===== config.mk =====
export PLATFORM = sky130hd
export DESIGN_NAME = pc_file_mt
export DESIGN_NICKNAME = d
export VERILOG_FILES = /design/src/rtl/riscv_pkg.sv /design/src/rtl/LUT_RAM.sv /design/src/rtl/pc_file_mt.sv
export SDC_FILE = /design/constraint.sdc
export NUM_CORES = 1
export LEC_CHECK = 0
export CORE_ASPECT_RATIO = 1.5
export CORE_MARGIN = 1
export CORE_UTILIZATION = 59
export DETAILED_ROUTE_END_ITERATION = 7
export GPL_TIMING_DRIVEN = 0
export HOLD_SLACK_MARGIN = 0.12
export PLACE_DENSITY = 0.85
export SLEW_MARGIN = 20
export SYNTH_ARGS = -nofsm -noshare
export SYNTH_HDL_FRONTEND = slang
export SYNTH_SLANG_ARGS = --single-unit

===== constraint.sdc =====
create_clock -name clk -period 12.05 [get_ports clk]
set_input_delay 3.615 -clock clk [delete_from_list [all_inputs] [get_ports clk]]
set_output_delay 3.615 -clock clk [all_outputs]
set_load 0.02 [all_outputs]

===== src/rtl/riscv_pkg.sv =====
// Shared core definitions: reset PC and the PC-file sequencing states.
// Pure declarations; no timing or flow control.
package riscv_pkg;

   localparam logic [31:0] STARTUP_ADDR = 32'h0000_0000;

   typedef enum logic [1:0] {
      PCF_INIT,
      PCF_WARMUP,
      PCF_RUN
   } pcf_state_t;

endpackage


===== src/rtl/LUT_RAM.sv =====
// Distributed RAM: synchronous write, asynchronous read, no reset on contents.
// Read data follows raddr combinationally; no backpressure.
module LUT_RAM #(
   parameter int DEPTH      = 16,
   parameter int ADDR_WIDTH = 4,
   parameter int DATA_WIDTH = 12
) (
   input  logic                  clk,
   input  logic                  we,
   input  logic [ADDR_WIDTH-1:0] waddr,
   input  logic [DATA_WIDTH-1:0] wdata,
   input  logic [ADDR_WIDTH-1:0] raddr,
   output logic [DATA_WIDTH-1:0] rdata
);

   logic [DATA_WIDTH-1:0] mem [DEPTH];

   always_ff @(posedge clk) begin
      if (we) mem[waddr] <= wdata;
   end

   assign rdata = mem[raddr];

endmodule


===== src/rtl/pc_file_mt.sv =====
// Per-thread PC store with init sweep, warm-up write-back gating and halt/resume.
// Read is combinational with write-first bypass; one write per cycle (init > resume > wb), no backpressure.
module pc_file_mt #(
   parameter int                DWIDTH       = 32,
   parameter int                PC_BITS      = 12,
   parameter int                NUM_THREADS  = 16,
   parameter int                EXE_STAGE    = 7,
   parameter logic [DWIDTH-1:0] STARTUP_ADDR = riscv_pkg::STARTUP_ADDR,
   localparam int               TW           = $clog2(NUM_THREADS)
) (
   input  logic                   clk,
   input  logic                   reset,
   input  logic [TW-1:0]          i_thread_index_counter,
   output logic [DWIDTH-1:0]      o_pcreg_out,
   output logic                   o_thread_active,
   output logic                   o_ready,
   input  logic                   i_wb_valid,
   input  logic [TW-1:0]          i_wb_thread,
   input  logic [DWIDTH-1:0]      i_pc_in,
   input  logic                   i_halt_valid,
   input  logic [TW-1:0]          i_halt_thread,
   input  logic                   i_resume_valid,
   input  logic [TW-1:0]          i_resume_thread,
   input  logic [DWIDTH-1:0]      i_resume_pc,
   output logic [NUM_THREADS-1:0] o_halted_mask
);

   import riscv_pkg::*;

   localparam logic [TW:0] WARM_LEN = (TW+1)'(EXE_STAGE + 1);

   pcf_state_t             state, state_nxt;
   logic [TW-1:0]          init_ptr, init_ptr_nxt;
   logic [TW:0]            warm_cnt, warm_cnt_nxt;
   logic [NUM_THREADS-1:0] halted, halted_nxt;

   logic                   we;
   logic                   wb_ok;
   logic [TW-1:0]          waddr;
   logic [PC_BITS-1:0]     wdata;
   logic [PC_BITS-1:0]     ram_rdata;
   logic [PC_BITS-1:0]     rd_pc;
   logic                   unused_hi;

   assign unused_hi = ^{i_pc_in, i_resume_pc};

   always_ff @(posedge clk or posedge reset) begin
      if (reset) begin
         state    <= PCF_INIT;
         init_ptr <= '0;
         warm_cnt <= '0;
         halted   <= '0;
      end else begin
         state    <= state_nxt;
         init_ptr <= init_ptr_nxt;
         warm_cnt <= warm_cnt_nxt;
         halted   <= halted_nxt;
      end
   end

   always_comb begin
      state_nxt    = state;
      init_ptr_nxt = init_ptr;
      warm_cnt_nxt = warm_cnt;
      halted_nxt   = halted;
      case (state)
         PCF_INIT: begin
            init_ptr_nxt = init_ptr + 1'b1;
            if (init_ptr == TW'(NUM_THREADS - 1)) state_nxt = PCF_WARMUP;
         end
         PCF_WARMUP: begin
            warm_cnt_nxt = warm_cnt + 1'b1;
            if (warm_cnt_nxt == WARM_LEN) state_nxt = PCF_RUN;
         end
         default: ;
      endcase
      // Resume is applied after halt so it wins on the same thread.
      if (state != PCF_INIT) begin
         if (i_halt_valid)   halted_nxt[i_halt_thread]   = 1'b1;
         if (i_resume_valid) halted_nxt[i_resume_thread] = 1'b0;
      end
   end

   always_comb begin
      wb_ok = (state == PCF_RUN) && i_wb_valid && !halted[i_wb_thread] &&
              !(i_halt_valid && (i_halt_thread == i_wb_thread)) && !i_resume_valid;
      we    = 1'b0;
      waddr = init_ptr;
      wdata = STARTUP_ADDR[PC_BITS-1:0];
      if (state == PCF_INIT) begin
         we = 1'b1;
      end else if (i_resume_valid) begin
         we    = 1'b1;
         waddr = i_resume_thread;
         wdata = i_resume_pc[PC_BITS-1:0];
      end else if (wb_ok) begin
         we    = 1'b1;
         waddr = i_wb_thread;
         wdata = i_pc_in[PC_BITS-1:0];
      end
   end

   LUT_RAM #(
      .DEPTH      (NUM_THREADS),
      .ADDR_WIDTH (TW),
      .DATA_WIDTH (PC_BITS)
   ) u_pc_ram (
      .clk   (clk),
      .we    (we),
      .waddr (waddr),
      .wdata (wdata),
      .raddr (i_thread_index_counter),
      .rdata (ram_rdata)
   );

   assign rd_pc           = (we && (waddr == i_thread_index_counter)) ? wdata : ram_rdata;
   assign o_pcreg_out     = DWIDTH'(rd_pc);
   assign o_ready         = (state != PCF_INIT);
   assign o_thread_active = o_ready && !halted[i_thread_index_counter];
   assign o_halted_mask   = halted;

endmodule


==> results of run 1 <==
[final cells by class]
cell class	count	area, µm²	share of cell area
sequential	219	6440	0.573
multi-input combinational	281	2950	0.262
timing repair buffer	67	671	0.0597
clock buffer	22	487	0.0433
buffer	45	288	0.0256
tap	203	254	0.0226
clock inverter	12	123	0.0109
inverter	9	33.8	0.00301
[power breakdown]
group,total [mW],switching (mW),internal [mW]
logic,0.254,0.137,0.117
clock network,0.610,0.273,0.337
registers,0.891,0.0225,0.868
[worst max path at each step]
stage | slack, ps | endpoint | from
after floorplan | 2570 | o_pcreg_out[0] | i_thread_index_counter[0]
after global placement | 1180 | o_pcreg_out[9] | i_wb_thread[2]
after detailed placement | 1020 | o_pcreg_out[9] | i_wb_thread[2]
after CTS | 990 | o_pcreg_out[7] | i_wb_thread[2]
after global routing | 830 | o_pcreg_out[7] | i_wb_thread[2]
final | 930 | o_pcreg_out[7] | i_wb_thread[2]
[per-stage QoR]
step	instances	setup WS [ps]	utilization	area [µm²]
5_1_grt	858	826	0.713	11200
4_1_cts	858	985	0.713	11200
2_1_floorplan	554	2570	-	9660
3_5_place_dp	824	1020	0.674	10600
6_report	858	925	0.713	11200
3_3_place_gp	824	1180	0.672	10600
[cells by family (layout without fill, tap and decap cells)]
group / after synthesis / count (layout) / share of synthesized area
AO/OA/AOI/OAI: 68 / 68 / 0.0464
XOR/XNOR: 13 / 13 / 0.0119
adder cells (fa/ha/maj): 3 / 3 / 0.00391
buffers and inverters: 54 / 155 / 0.0331
flip-flops: 219 / 219 / 0.671
multiplexers: 91 / 91 / 0.187
other: 1 / 20 / 0.000391
AND/OR/NAND/NOR: 86 / 86 / 0.0459
[critical path: stages]
cell,delay [ps]
clkdlybuf4s50_1,640
xor2_1,170
nor3_1,70
a31oi_2,330
and4_4,280
buf_6,110
clkbuf_1,750
a22o_1,650
mux2_4,280
clkdlybuf4s50_1,610
[cells in the final DEF, fill, tap and decap left out, types with 4 or more instances in the layout]
master / synthesis / final
dfrtp_1: 27 / 27
buf_4: 20 / 20
conb_1: 1 / 20
nand4_1: 4 / 4
xor2_1: 4 / 4
mux4_2: 65 / 65
a22o_1: 13 / 13
xnor2_1: 9 / 9
nand3_1: 8 / 8
nor2_2: 0 / 16
mux2_4: 10 / 10
clkbuf_1: 14 / 17
nand2_1: 18 / 18
clkbuf_16: 0 / 19
nor3b_1: 4 / 4
mux2i_1: 10 / 10
edfxtp_1: 192 / 192
nor2_1: 29 / 13
a21oi_1: 30 / 30
a31oi_1: 6 / 6
inv_1: 7 / 6
o21ai_0: 5 / 5
clkdlybuf4s50_1: 0 / 67
[metal layers]
| layer | global-route usage | vias to the layer above | share of wire |
|---|---|---|---|
| met5 | 0 | - | 0 |
| met4 | 0.179 | 0 | 0.059 |
| met3 | 0.0325 | 99 | 0.083 |
| met2 | 0.518 | 424 | 0.53 |
| met1 | 0.343 | 2837 | 0.33 |
| li1 | - | 2327 | - |
[flip-flops by register name, summed over array words and instances (netlist names)]
name / flops
u_pc_ram.mem: 192
o_halted_mask: 16
init_ptr: 4
warm_cnt: 5
state: 2
==> impl_metrics.json, run 1 <==
{
  "synth.most_common_cell": "edfxtp_1",
  "dieArea_um2": 16800,
  "drive_gt1_frac": 0.244,
  "ios": 135,
  "ys.flop_type": "edfxtp_1",
  "startpoint_type": "input pin",
  "outcome": "finished, final reports clean",
  "required_ps": 8430,
  "cp-end-kind": "output port",
  "ir_drop_v": 0.000121,
  "min_path_cells": 1,
  "finalHoldViolCount": 0,
  "cts_setup_buffers": 0,
  "htreeDepth": 1,
  "fin_tns_setup_ps": 0,
  "vias": 5687,
  "antenna_found_initial": 0,
  "ys_types": 54,
  "power_leakage_nw": 3.82,
  "cts_sinks": 219,
  "fill_cells": 945,
  "slew_viol_final": 0,
  "area.growth.synth_to_final_pct": 17.2,
  "period_needed_ps": 11120,
  "cts_hold_buf": 0,
  "slew_headroom": 0.284,
  "reg2reg_slack_ps": 8580,
  "start_util": 0.608,
  "synth_edf_count": 192,
  "worstRegToRegCells": 8,
  "hpwl_mm": 14.8,
  "vias_per_cell": 6.63,
  "ys_seq_area_frac": 0.671,
  "fin_crit_sh": 0.923,
  "power.density_nw_per_um2": 156,
  "core_area_um2": 15800,
  "worstHoldEndpoint": "warm_cnt[4]",
  "hp-class": "register to register",
  "synth_common_cells": "edfxtp_1 (192), mux4_2 (65), a21oi_1 (30), nor2_1 (29), dfrtp_1 (27)",
  "globalplace.congestion": 0.962,
  "path_clk_slew_ps": 60,
  "synth_warnings": 0,
  "wire_per_inst_um": 27.4,
  "clk_latency_ps": 510,
  "synth_seq_cells": 219,
  "syn_avg_cell_area_um2": 17.9,
  "die_h_um": 158,
  "r2r-end": "u_pc_ram.mem[13][3]",
  "grt_pass1_vias": 5795,
  "rsz0062_at_grt": "no",
  "ctsResizeCount": 0,
  "whs_ps": 540,
  "grt_first_pass_wirelength_mm": 34.8,
  "die_x_um": 106,
  "worstHoldStart": "warm_cnt[4]",
  "finalSetupViolations": 0,
  "antenna_cells": 0,
  "yosys.area.top_type": "edfxtp_1",
  "nets": 730,
  "drv_cap": 0,
  "grt-ovfl-total": 0,
  "routed_wirelength_mm": 23.5,
  "syn_inst": 535,
  "max_freq_ghz": 0.0899,
  "route.detailed.drc": 0,
  "drt_iter0_drc": 615,
  "cts_tree": "done",
  "postRouteAntennaNets": 0,
  "fin_skew_ps": 25.5,
  "critical_path.max_fanout": 17,
  "clock_path_buffers": 3,
  "r2r-start": "state[1]",
  "synth.top_cell.area_share": 0.601,
  "cp_data_arrival_time_ps": 7510,
  "io_buffer_count": 67,
  "synthArstFlopShare": 0.123,
  "first_pass_iters": 5,
  "ctsRootBufferMaster": "clkbuf_16",
  "synth_area_leaders": "edfxtp_1 (60%), mux4_2 (15%), dfrtp_1 (7.0%), a21oi_1 (1.6%), buf_4 (1.6%)",
  "grt_max_degree": 28,
  "critPathKind": "input pin to output port",
  "core.rowCount": 56,
  "numCtsBuffers": 19,
  "worstMarginPinSlew_ps": 1070,
  "grt_use_total": 0.293,
  "finalPower_mw": 1.76,
  "syn-cell-area_um2": 9590
}
Note: power is estimated with default switching activity, not from simulation.
==> run 2, diff against run 1 <==
--- a/config.mk
+++ b/config.mk
@@ -12,6 +12,7 @@
 export GPL_TIMING_DRIVEN = 0
 export HOLD_SLACK_MARGIN = 0.12
 export PLACE_DENSITY = 0.85
+export SETUP_SLACK_MARGIN = 0.02
 export SLEW_MARGIN = 20
 export SYNTH_ARGS = -nofsm -noshare
 export SYNTH_HDL_FRONTEND = slang
==> results of run 2 <==
The final DEF is identical to that of run 1; final timing and power are the same.
